==> src/rtl/fetch_pkg.sv <==
// Shared definitions for the fetch/issue queue.
// Contents: RV32 opcode encodings, register-field extraction and the
// instruction classification used to decide which instructions may share an
// issue group.
package fetch_pkg;

    typedef enum logic [6:0] {
        OP_BRANCH = 7'b1100011,
        OP_JAL    = 7'b1101111,
        OP_JALR   = 7'b1100111,
        OP_LUI    = 7'b0110111,
        OP_OP     = 7'b0110011,
        OP_IMM    = 7'b0010011
    } opcode_e;

    typedef logic [4:0] reg_idx_t;

    function automatic logic [6:0] opcode(input logic [31:0] ins);
        return ins[6:0];
    endfunction

    function automatic reg_idx_t rd(input logic [31:0] ins);
        return ins[11:7];
    endfunction

    function automatic reg_idx_t rs1(input logic [31:0] ins);
        return ins[19:15];
    endfunction

    function automatic reg_idx_t rs2(input logic [31:0] ins);
        return ins[24:20];
    endfunction

    // A write to x0 is architecturally invisible, so it never creates a hazard.
    function automatic logic writes_rd(input logic [31:0] ins);
        logic cls;
        case (opcode(ins))
            OP_JAL, OP_JALR, OP_LUI, OP_OP, OP_IMM: cls = 1'b1;
            default:                                cls = 1'b0;
        endcase
        return cls && (rd(ins) != 5'd0);
    endfunction

    function automatic logic uses_rs1(input logic [31:0] ins);
        case (opcode(ins))
            OP_BRANCH, OP_JALR, OP_OP, OP_IMM: return 1'b1;
            default:                           return 1'b0;
        endcase
    endfunction

    function automatic logic uses_rs2(input logic [31:0] ins);
        case (opcode(ins))
            OP_BRANCH, OP_OP: return 1'b1;
            default:          return 1'b0;
        endcase
    endfunction

    function automatic logic is_ctrl(input logic [31:0] ins);
        case (opcode(ins))
            OP_BRANCH, OP_JAL, OP_JALR: return 1'b1;
            default:                    return 1'b0;
        endcase
    endfunction

endpackage

==> src/rtl/fetch_issue_queue_if.sv <==
// Bundle interface between instruction fetch, the issue queue and the issue
// lanes.
//   fetch_*     : bundle from fetch (slot 0 in MSBs), fetch_ready back-pressure
//   issue_*     : presented issue group (slot 0 in MSBs), issue_stall from lanes
//   flush       : redirect, discard queue contents
//   occupancy   : instructions currently held
// Modports: master = fetch/issue environment, slave = the queue.
interface fetch_issue_queue_if #(
    parameter int ISSUE_W = 2,
    parameter int INSTR_W = 32,
    parameter int PC_W    = 12,
    parameter int DEPTH   = 8
);
    logic                          fetch_valid;
    logic                          fetch_ready;
    logic [ISSUE_W*INSTR_W-1:0]    fetch_data;
    logic [ISSUE_W-1:0]            fetch_mask;
    logic [PC_W-1:0]               fetch_pc;
    logic [ISSUE_W-1:0]            issue_valid;
    logic [ISSUE_W*INSTR_W-1:0]    issue_instr;
    logic [ISSUE_W*PC_W-1:0]       issue_pc;
    logic                          issue_stall;
    logic                          flush;
    logic [$clog2(DEPTH+1)-1:0]    occupancy;

    modport master (
        output fetch_valid, fetch_data, fetch_mask, fetch_pc, issue_stall, flush,
        input  fetch_ready, issue_valid, issue_instr, issue_pc, occupancy
    );

    modport slave (
        input  fetch_valid, fetch_data, fetch_mask, fetch_pc, issue_stall, flush,
        output fetch_ready, issue_valid, issue_instr, issue_pc, occupancy
    );
endinterface

==> src/rtl/issue_dep_check.sv <==
// Pairwise hazard check between an older and a younger instruction of a
// candidate issue group.
//   older, younger : raw 32-bit instructions
//   conflict       : younger reads or rewrites a register the older one writes
module issue_dep_check
    import fetch_pkg::*;
(
    input  logic [31:0] older,
    input  logic [31:0] younger,
    output logic        conflict
);
    reg_idx_t dst;

    always_comb begin
        dst      = rd(older);
        conflict = 1'b0;
        if (writes_rd(older)) begin
            if (uses_rs1(younger) && (rs1(younger) == dst)) conflict = 1'b1;
            if (uses_rs2(younger) && (rs2(younger) == dst)) conflict = 1'b1;
            if (writes_rd(younger) && (rd(younger) == dst)) conflict = 1'b1;
        end
    end

    // Immediate/funct fields play no part in the hazard decision.
    logic unused_fields;
    assign unused_fields = ^{older, younger};

endmodule

==> src/rtl/fetch_issue_queue.sv <==
// N-wide instruction queue between wide fetch and the parallel issue lanes.
// Buffers fetch bundles per instruction in a circular buffer and presents the
// oldest hazard-free group each cycle.
//   clk, rst : clock, synchronous active-high reset
//   bus      : fetch_issue_queue_if.slave (fetch bundle in, issue group out,
//              issue_stall, flush, occupancy)
module fetch_issue_queue
    import fetch_pkg::*;
#(
    parameter int ISSUE_W = 2,
    parameter int INSTR_W = 32,
    parameter int DEPTH   = 8,
    parameter int PC_W    = 12,
    parameter int PC_STEP = 4
) (
    input logic clk,
    input logic rst,
    fetch_issue_queue_if.slave bus
);
    localparam int AW = $clog2(DEPTH);
    localparam int CW = $clog2(DEPTH+1);

    logic [INSTR_W-1:0] instr_q [DEPTH];
    logic [PC_W-1:0]    pc_q    [DEPTH];
    logic [AW-1:0]      head, tail;
    logic [CW-1:0]      count;

    // Head window and group formation
    logic [INSTR_W-1:0] hd_instr [ISSUE_W];
    logic [PC_W-1:0]    hd_pc    [ISSUE_W];
    logic               ctrl     [ISSUE_W];
    logic               conf     [ISSUE_W][ISSUE_W];
    logic [ISSUE_W-1:0] grp_v;      // bit j = slot j
    logic               chain_ok;

    // Enqueue staging, per original fetch slot
    logic               slot_v     [ISSUE_W];
    logic [AW-1:0]      slot_ptr   [ISSUE_W];
    logic [INSTR_W-1:0] slot_instr [ISSUE_W];
    logic [PC_W-1:0]    slot_pc    [ISSUE_W];

    logic               enq, deq, ready;
    logic [CW-1:0]      enq_n, deq_n, enq_add, deq_sub;
    logic [ISSUE_W-1:0]         issue_valid_w;
    logic [ISSUE_W*INSTR_W-1:0] issue_instr_w;
    logic [ISSUE_W*PC_W-1:0]    issue_pc_w;

    always_comb begin
        for (int unsigned j = 0; j < ISSUE_W; j++) begin
            hd_instr[j] = instr_q[head + AW'(j)];
            hd_pc[j]    = pc_q[head + AW'(j)];
            ctrl[j]     = is_ctrl(hd_instr[j][31:0]);
        end
    end

    for (genvar i = 0; i < ISSUE_W; i++) begin : g_old
        for (genvar j = 0; j < ISSUE_W; j++) begin : g_young
            if (i < j) begin : g_chk
                issue_dep_check u_chk (
                    .older    (hd_instr[i][31:0]),
                    .younger  (hd_instr[j][31:0]),
                    .conflict (conf[i][j])
                );
            end else begin : g_none
                assign conf[i][j] = 1'b0;
            end
        end
    end

    // Each slot extends the group only if every older slot in it is neither
    // control flow nor a producer the slot depends on.
    always_comb begin
        grp_v    = '0;
        chain_ok = 1'b0;
        grp_v[0] = !rst && (count != '0);
        for (int unsigned j = 1; j < ISSUE_W; j++) begin
            chain_ok = grp_v[j-1] && (int'(count) > int'(j));
            for (int unsigned i = 0; i < j; i++) begin
                if (ctrl[i] || conf[i][j]) chain_ok = 1'b0;
            end
            grp_v[j] = chain_ok;
        end
    end

    always_comb begin
        issue_valid_w = '0;
        issue_instr_w = '0;
        issue_pc_w    = '0;
        deq_n         = '0;
        for (int unsigned j = 0; j < ISSUE_W; j++) begin
            issue_valid_w[ISSUE_W-1-j] = grp_v[j];
            if (grp_v[j]) begin
                issue_instr_w[(ISSUE_W-1-j)*INSTR_W +: INSTR_W] = hd_instr[j];
                issue_pc_w[(ISSUE_W-1-j)*PC_W +: PC_W]          = hd_pc[j];
            end
            deq_n = deq_n + CW'(grp_v[j]);
        end
    end

    // Masked slots are packed contiguously at tail; PC still follows the
    // original slot position.
    always_comb begin
        enq_n = '0;
        for (int unsigned k = 0; k < ISSUE_W; k++) begin
            slot_v[k]     = bus.fetch_mask[ISSUE_W-1-k];
            slot_ptr[k]   = tail + AW'(enq_n);
            slot_instr[k] = bus.fetch_data[(ISSUE_W-1-k)*INSTR_W +: INSTR_W];
            slot_pc[k]    = bus.fetch_pc + PC_W'(k * PC_STEP);
            enq_n         = enq_n + CW'(slot_v[k]);
        end
    end

    always_comb begin
        ready   = !rst && ((DEPTH - int'(count)) >= ISSUE_W);
        enq     = bus.fetch_valid && ready && !bus.flush;
        deq     = (|grp_v) && !bus.issue_stall && !bus.flush;
        enq_add = enq ? enq_n : '0;
        deq_sub = deq ? deq_n : '0;
    end

    always_ff @(posedge clk) begin
        if (rst) begin
            head  <= '0;
            tail  <= '0;
            count <= '0;
            for (int unsigned e = 0; e < DEPTH; e++) begin
                instr_q[e] <= '0;
                pc_q[e]    <= '0;
            end
        end else if (bus.flush) begin
            head  <= '0;
            tail  <= '0;
            count <= '0;
        end else begin
            if (enq) begin
                for (int unsigned k = 0; k < ISSUE_W; k++) begin
                    if (slot_v[k]) begin
                        instr_q[slot_ptr[k]] <= slot_instr[k];
                        pc_q[slot_ptr[k]]    <= slot_pc[k];
                    end
                end
                tail <= tail + AW'(enq_n);
            end
            if (deq) head <= head + AW'(deq_n);
            count <= count + enq_add - deq_sub;
        end
    end

    assign bus.fetch_ready = ready;
    assign bus.issue_valid = issue_valid_w;
    assign bus.issue_instr = issue_instr_w;
    assign bus.issue_pc    = issue_pc_w;
    assign bus.occupancy   = rst ? '0 : count;

endmodule

==> src/flat_wrapper.sv <==
// flat-port wrapper written by rule: the top's interface ports become plain ports
module fetch_issue_queue_flat import fetch_pkg::*;
#(
    parameter int ISSUE_W = 2,
    parameter int INSTR_W = 32,
    parameter int DEPTH   = 8,
    parameter int PC_W    = 12,
    parameter int PC_STEP = 4
)
  (clk, rst, bus_fetch_valid, bus_fetch_data, bus_fetch_mask, bus_fetch_pc, bus_issue_stall, bus_flush, bus_fetch_ready, bus_issue_valid, bus_issue_instr, bus_issue_pc, bus_occupancy);
  fetch_issue_queue_if #(.ISSUE_W(ISSUE_W), .INSTR_W(INSTR_W), .PC_W(PC_W), .DEPTH(DEPTH)) bus_i ();
  input logic clk;
  input logic rst;
  input wire logic [$bits(bus_i.fetch_valid)-1:0] bus_fetch_valid;
  input wire logic [$bits(bus_i.fetch_data)-1:0] bus_fetch_data;
  input wire logic [$bits(bus_i.fetch_mask)-1:0] bus_fetch_mask;
  input wire logic [$bits(bus_i.fetch_pc)-1:0] bus_fetch_pc;
  input wire logic [$bits(bus_i.issue_stall)-1:0] bus_issue_stall;
  input wire logic [$bits(bus_i.flush)-1:0] bus_flush;
  output wire logic [$bits(bus_i.fetch_ready)-1:0] bus_fetch_ready;
  output wire logic [$bits(bus_i.issue_valid)-1:0] bus_issue_valid;
  output wire logic [$bits(bus_i.issue_instr)-1:0] bus_issue_instr;
  output wire logic [$bits(bus_i.issue_pc)-1:0] bus_issue_pc;
  output wire logic [$bits(bus_i.occupancy)-1:0] bus_occupancy;
  assign bus_i.fetch_valid = bus_fetch_valid;
  assign bus_i.fetch_data = bus_fetch_data;
  assign bus_i.fetch_mask = bus_fetch_mask;
  assign bus_i.fetch_pc = bus_fetch_pc;
  assign bus_i.issue_stall = bus_issue_stall;
  assign bus_i.flush = bus_flush;
  assign bus_fetch_ready = bus_i.fetch_ready;
  assign bus_issue_valid = bus_i.issue_valid;
  assign bus_issue_instr = bus_i.issue_instr;
  assign bus_issue_pc = bus_i.issue_pc;
  assign bus_occupancy = bus_i.occupancy;
  fetch_issue_queue #(.ISSUE_W(ISSUE_W), .INSTR_W(INSTR_W), .DEPTH(DEPTH), .PC_W(PC_W), .PC_STEP(PC_STEP)) u_core (.clk(clk), .rst(rst), .bus(bus_i));
endmodule
==> config.mk <==
export PLATFORM = sky130hd
export DESIGN_NAME = fetch_issue_queue_flat
export DESIGN_NICKNAME = d
export VERILOG_FILES = /design/src/rtl/fetch_pkg.sv /design/src/rtl/fetch_issue_queue_if.sv /design/src/rtl/issue_dep_check.sv /design/src/rtl/fetch_issue_queue.sv /design/src/flat_wrapper.sv
export SDC_FILE = /design/constraint.sdc
export NUM_CORES = 1
export LEC_CHECK = 0
export CORE_ASPECT_RATIO = 1.5
export CORE_UTILIZATION = 64
export CTS_CLUSTER_SIZE = 20
export DETAILED_ROUTE_END_ITERATION = 10
export PLACE_DENSITY_LB_ADDON = 0.15
export SYNTH_ARGS = -nofsm -noshare
export SYNTH_HDL_FRONTEND = slang
export SYNTH_SLANG_ARGS = --single-unit
==> constraint.sdc <==
create_clock -name clk -period 10.21 [get_ports clk]
set_clock_uncertainty 0.05 [all_clocks]
set_input_delay 2.042 -clock clk [delete_from_list [all_inputs] [get_ports clk]]
set_output_delay 2.042 -clock clk [all_outputs]
set_load 0.02 [all_outputs]
==> flow_summary.toml, run 1 <==
[outcome]
status = "finished clean"

[sta]
whs_ns = 0.605
slew_headroom_pct = 29.0
fmax_mhz = 125
rsz0062_at_grt = "no"
slew_viol_final = 0
fin_ws_ns = 2.21
setup_viol_count_final = 0
worstMarginPinSlew_ns = 1.06
period_minus_slack_ns = 8.00
final.setup.tns_ns = 0
report.final.hold_viol_count = 0
period_share_pct = 78.3

[critical_path]
regToRegStartpoint = "u_core.head[0]"
worst_r2r_endpoint = "u_core.count[3]"
path_class = "reg2out"
cp_common_cell = "buf_4"
critPathBufInv = 5
r2r_slack_ns = 3.40
max_stage_delay_ns = 0.72
rr_worst_depth = 19
crit_fanout = 71
crit_family = "buffers and inverters"
cp.required_ns = 8.12
start_kind = "register"
arrival_ns = 5.90
endpoint_kind = "primary output"
path_cells = "buf_4 -> buf_4 -> mux4_2 -> mux2i_1 -> inv_1 -> a211oi_1 -> nand4_1 -> a21oi_4 -> buf_4 -> nor4b_1 -> clkdlybuf4s50_1"
cp_slowest_cell = "buf_4"

[clock_network]
cts_setup_buffers = 0
cts_root_buf = "clkbuf_16"
clk_latency_ns = 0.55
clkTransAtPathRegs_ns = 0.07
numCtsBuffers = 35
ctsHoldBuffers = 0
h-tree-depth = 2
cts_tree = "done"
clk_path_buf_depth = 3
cts_resized = 0
cts_sinks = 365

[yosys]
synth-edff-count = 352
synth_mux_area_share_pct = 21.5
synth.cell_area_mm2 = 0.0223
synth_top_flop_cell = "edfxtp_1"
synthDistinctLibCells = 56
yosys_warnings = 0
yosys.area_share.adder_pct = 1.31
synth_compound_gate_area_share_pct = 13.9
async_reset_ff_share_pct = 0
yosysSeqAreaShare_pct = 48.6
synth_nets = 1781
synth-xor-area-share_pct = 0.982
synthCells = 1677
synth-seq-cells = 365
syn_area_per_cell_um2 = 13.3
synth_top_family_by_area = "multiplexers"
synthSimpleGateAreaFrac_pct = 8.96

[die]
start_util_pct = 65.0
design.core.area_mm2 = 0.0343
die_w_um = 154
placementRows = 83
num_io_pins = 178
dieArea_mm2 = 0.0356
die_y_um = 231

[detailed_routing]
vias = 16800
detail-route-antenna-nets = 0
drt_wl_total_mm = 70.7
drt_first_iter_violations = 2151
wl_per_cell_um = 32.9
firstDrtPassIters = 6
drc_errors = 0
routed_via_density = 7.83

[global_routing]
grt_use_met1_pct = 49.4
top_usage_layer = "met2"
grtUsageMet3_pct = 8.49
met2_usage_pct = 66.7
grt_pass1_vias = 16700
grt_use_total_pct = 40.2
antenna_found_initial = 4
grt_pass1_wl_mm = 103
overflow = 0
grt_max_degree = 72

[place]
dp.cells = 2084
gp_congestion = 0.883
dpl_cell_area_mm2 = 0.0240
hpwl_mm = 39.8
portBuffers = 177
place_ws_ns = 2.84

[final_layout]
utilization_pct = 73.5
nFillCells = 2188
drive_gt1_share_pct = 17.6
fin_area_mm2 = 0.0252
area_delta_synth_final_pct = 13.0
fin_nets = 1800
fin_cells = 2150

[job]
max_cap_viol_count = 0

[worst_hold_path]
hold_start = "u_core.head[1]"
hold_path_class = "reg2reg"
holdPathStages = 2

[power_and_ir_drop]
finalPower_mw = 3.39
power.density_mw_per_mm2 = 135
p_leak_nw = 8.38
ir_drop_mv = 0.139
synthesized netlist by cell type (7+ instances only):
cell type  instances  share of area (%)
buf_1             93                1.6
buf_2             62                1.4
nand3_1           16               0.36
nor3b_1           32                1.1
nand4_1           11               0.31
nor4b_1           34                1.3
mux2i_1           99                4.4
nor2_1            88                1.5
mux2_2             8               0.40
clkbuf_1          67                1.1
and2_1            10               0.28
ha_1              17               0.95
dfxtp_1           13                1.2
xor2_1            13               0.51
a21oi_1           13               0.29
and3_1            10               0.28
a21o_1             9               0.30
nand2_1           75                1.3
a22o_1           264                 10
xnor2_1           12               0.47
mux4_2           162                 16
nor2b_1            7               0.20
edfxtp_1         352                 47
a21boi_0           8               0.27
o21ai_0           64                1.4
a221o_1           10               0.45
nor3_1            20               0.45
inv_1             25               0.42
nand3b_1          18               0.61
buf_4              7               0.24
worst register-to-register path, cell delays in order (launching register included):
cell and delay [ns]:
dfxtp_4 0.62, buf_4 0.72, buf_4 0.67, mux4_2 0.44, mux2i_1 0.44, inv_1 0.12, a211oi_1 0.26, nand4_1 0.18
a21oi_4 0.64, buf_4 0.53, nor3b_1 0.15, ha_1 0.25, and3_1 0.17, fa_1 0.59, inv_1 0.06, ha_1 0.28
a21o_1 0.17, a21oi_1 0.17, xnor2_1 0.14, nor2_1 0.05
kinds of logic (layout without fill, tap and decap cells):
group	count (synthesis)	count (layout)
AO/OA/AOI/OAI	387	387
multiplexers	273	273
adder cells (fa/ha/maj)	21	21
XOR/XNOR	25	25
buffers and inverters	255	300
AND/OR/NAND/NOR	351	351
flip-flops	365	365
other	0	3
state kept, by name, summed over array words and instances (netlist names), named ones only:
| name | cells |
|---|---|
| u_core.tail | 3 |
| u_core.count | 4 |
| u_core.instr_q | 256 |
| u_core.head | 3 |
| u_core.pc_q | 96 |
area by class of cell:
cell class / instances / area [um^2] / share of cell area (%)
clock buffers: 44 / 972 / 3.86
inverters: 25 / 93.8 / 0.372
multi-input cells: 1057 / 10500 / 41.8
repair buffers: 212 / 2030 / 8.07
well taps: 425 / 532 / 2.11
flip-flops and latches: 365 / 10800 / 43.0
diodes: 3 / 7.51 / 0.0298
clock inverters: 19 / 171 / 0.680
where the power goes:
group	internal [mW]	switching (mW)	leakage, nW	total [mW]
Combinational	0.137	0.195	4.08	0.332
Sequential	1.70	0.0354	3.75	1.74
Clock	0.753	0.572	0.560	1.32
Total	2.59	0.802	8.38	3.39
cells in the final DEF (no fill, tap or decap), types with 5 or more instances in the layout:
| master | synthesis | final |
|---|---|---|
| a21o_1 | 9 | 8 |
| clkinv_1 | 0 | 6 |
| o21a_1 | 6 | 6 |
| edfxtp_1 | 352 | 352 |
| mux4_2 | 162 | 162 |
| nor3b_1 | 32 | 32 |
| a21oi_1 | 13 | 13 |
| nand4_1 | 11 | 11 |
| nor4b_1 | 34 | 34 |
| nor3_1 | 20 | 20 |
| ha_1 | 17 | 16 |
| a221o_1 | 10 | 10 |
| and3_1 | 10 | 6 |
| inv_1 | 25 | 25 |
| clkinv_2 | 0 | 7 |
| nand2_1 | 75 | 75 |
| o21ai_0 | 64 | 64 |
| and2_1 | 10 | 6 |
| clkbuf_1 | 67 | 5 |
| nand2b_1 | 6 | 6 |
| a22o_1 | 264 | 264 |
| nand3b_1 | 18 | 18 |
| mux2_2 | 8 | 8 |
| xnor2_1 | 12 | 11 |
| a21boi_0 | 8 | 8 |
| clkbuf_16 | 0 | 37 |
| mux2i_1 | 99 | 99 |
| nand3_1 | 16 | 16 |
| xor2_1 | 13 | 12 |
| buf_4 | 7 | 35 |
| nor4b_2 | 6 | 6 |
| nor2b_1 | 7 | 7 |
| clkdlybuf4s50_1 | 0 | 177 |
| nor2_1 | 88 | 84 |
| dfxtp_1 | 13 | 9 |
metal layers:
layer,vias up,share of wire [%]
met1,8306,33
li1,6753,-
met3,326,13
met4,4,5.6
met5,-,0.044
met2,1436,49
worst max-delay path by stage:
stage               slack (ns)  cells past startpoint      startpoint                  end
floorplan                 4.42                      5             rst     bus_issue_pc[10]
global placement          2.95                      6             rst   bus_issue_valid[0]
detailed placement        2.84                      6             rst     bus_issue_pc[10]
finish                    2.21                     11  u_core.head[0]  bus_issue_instr[26]
CTS                       2.31                     11  u_core.head[0]  bus_issue_instr[26]
global route              2.07                     11  u_core.head[0]   bus_issue_valid[0]
Power figures use the tool's default switching activity.
==> run 2: changes to the inputs <==
CORE_UTILIZATION = 54   (was 64)
clock period = 6.8 ns   (was 10.21 ns; I/O delays follow)
==> flow_summary.toml, run 2 (same netlist as run 1, synthesis figures left out) <==
[sta]
fmax_mhz = 165
period_minus_slack_ns = 6.07
rsz0062_at_grt = "no"
period_share_pct = 89.3
setup_viol_count_final = 0
slew_headroom_pct = 24.4
slew_viol_final = 0
final.setup.tns_ns = 0
report.final.hold_viol_count = 0
worstMarginPinSlew_ns = 1.13

[power_and_ir_drop]
ir_drop_mv = 0.141
p_leak_nw = 8.48
power.density_mw_per_mm2 = 198

[detailed_routing]
drt_first_iter_violations = 1825
firstDrtPassIters = 5
top_layer_used = "met5"
wl_per_cell_um = 32.3
vias = 16400
wl_met2_mm = 37.1
routed-wl-met3_mm = 7.59
wl_met1_mm = 24.6
drt_wl_total_mm = 72.6
detail-route-antenna-nets = 0
drc_errors = 0
routed_via_density = 7.28

[critical_path]
path_class = "reg2out"
critPathBufInv = 2
endpoint_kind = "primary output"
start_kind = "register"
max_stage_delay_ns = 0.77
r2r_slack_ns = 1.22
arrival_ns = 4.66
cp.required_ns = 5.39
crit_family = "multiplexers"
rr_worst_depth = 20
regToRegStartpoint = "u_core.head[0]"
cp_slowest_cell = "dfxtp_4"
path_cells = "mux4_2 -> mux2i_1 -> nor3_1 -> a21oi_1 -> nor2_1 -> nand2_1 -> a21oi_4 -> buf_4 -> nor4b_1 -> clkdlybuf4s50_1"
worst_r2r_endpoint = "u_core.count[3]"
crit_fanout = 30

[job]
max_cap_viol_count = 0

[clock_network]
numCtsBuffers = 35
cts_setup_buffers = 0
h-tree-depth = 2
clkTransAtPathRegs_ns = 0.06
cts_tree = "done"
clk_latency_ns = 0.54
cts_sinks = 365
ctsHoldBuffers = 0
cts_root_buf = "clkbuf_16"
clk_path_buf_depth = 3
cts_resized = 0

[final_layout]
nFillCells = 3038
largest_reg_flops = 256
fin_nets = 1815
largestRegisters = "u_core.instr_q (256), u_core.pc_q (96), u_core.count (4)"
regMostFlops = "u_core.instr_q"
mostFrequentLayoutCells = "edfxtp_1, a22o_1, clkdlybuf4s50_1"
area_delta_synth_final_pct = 14.2
drive_gt1_share_pct = 18.1
layout_commonest_cell = "edfxtp_1"
utilization_pct = 63.0

[global_routing]
grt_max_degree = 128
grt_pass1_vias = 16600
grt_pass1_wl_mm = 106
antenna_found_initial = 7
overflow = 0
grt_use_total_pct = 34.7

[place]
gp_congestion = 0.872
hpwl_mm = 42.6
portBuffers = 177

[die]
die_w_um = 168
die_y_um = 251
start_util_pct = 55.1
dieArea_mm2 = 0.0421
placementRows = 90
design.core.area_mm2 = 0.0404
num_io_pins = 178

[worst_hold_path]
holdPathStages = 2
hold_path_class = "reg2reg"
hold_start = "u_core.head[1]"

[outcome]
status = "finished clean"
-- run 2: power by group --
group / total (mW) / switching, mW / leakage [nW] / internal [mW]
clock: 1.94 / 0.837 / 0.542 / 1.10
combinational: 0.510 / 0.297 / 4.19 / 0.213
sequential: 2.60 / 0.0496 / 3.75 / 2.55
-- run 2: worst max path at each step --
stage                          endpoint      startpoint  cells past startpoint  slack [ns]
floorplan               u_core.count[3]  u_core.head[0]                     21        2.20
CTS                  bus_issue_valid[0]  u_core.head[0]                     12        0.76
global placement        u_core.count[3]  u_core.head[0]                     18        1.37
finish               bus_issue_instr[0]        register                     10        0.73
detailed placement      u_core.count[3]  u_core.head[0]                     20        1.27
global route        bus_issue_instr[23]  u_core.head[1]                     12        0.61
-- run 2: metrics by stage --
| step | power [mW] | area, um^2 | std cells | setup slack [ns] | hold slack [ns] |
|---|---|---|---|---|---|
| floorplan | 2.94 | 22300 | 1677 | 2.20 | 0.453 |
| global placement | 3.14 | 24300 | 2180 | 1.37 | 0.498 |
| detailed placement | 3.15 | 24300 | 2180 | 1.27 | 0.525 |
| CTS | 5.04 | 25400 | 2242 | 0.757 | 0.535 |
| global route | 5.16 | 25400 | 2246 | 0.612 | 0.600 |
| finish | 5.05 | 25500 | 2249 | 0.729 | 0.528 |
-- run 2: final cells by class --
cell class | instances | area [um^2] | share of cell area, %
flip-flops and latches | 365 | 10800 | 42.6
multi-input cells | 1057 | 10500 | 41.4
repair buffers | 227 | 2230 | 8.78
clock buffers | 41 | 898 | 3.53
well taps | 506 | 633 | 2.49
clock inverters | 21 | 203 | 0.796
inverters | 25 | 93.8 | 0.369
diodes | 7 | 17.5 | 0.0688
-- run 2: metal layers --
layer | up-vias | track usage, %
li1 | 6789 | -
met1 | 8232 | 42.2
met2 | 1119 | 60.3
met3 | 238 | 5.54
met4 | 4 | 16.7
met5 | - | 0
-- run 2: worst reg2reg max path: stages (launching register included) --
cell and delay (ns):
dfxtp_4 0.36, ha_4 0.66, buf_4 0.37, nand3b_1 0.13, mux2_2 0.30, and4_1 0.26
nand2b_1 0.20, a211oi_1 0.31, nand4_1 0.20, a21oi_4 0.23, buf_4 0.37, nor3b_1 0.13
ha_1 0.22, and3_1 0.18, fa_1 0.60, inv_1 0.06, ha_1 0.28, a21o_1 0.17
a21oi_1 0.17, xnor2_1 0.14, nor2_1 0.06
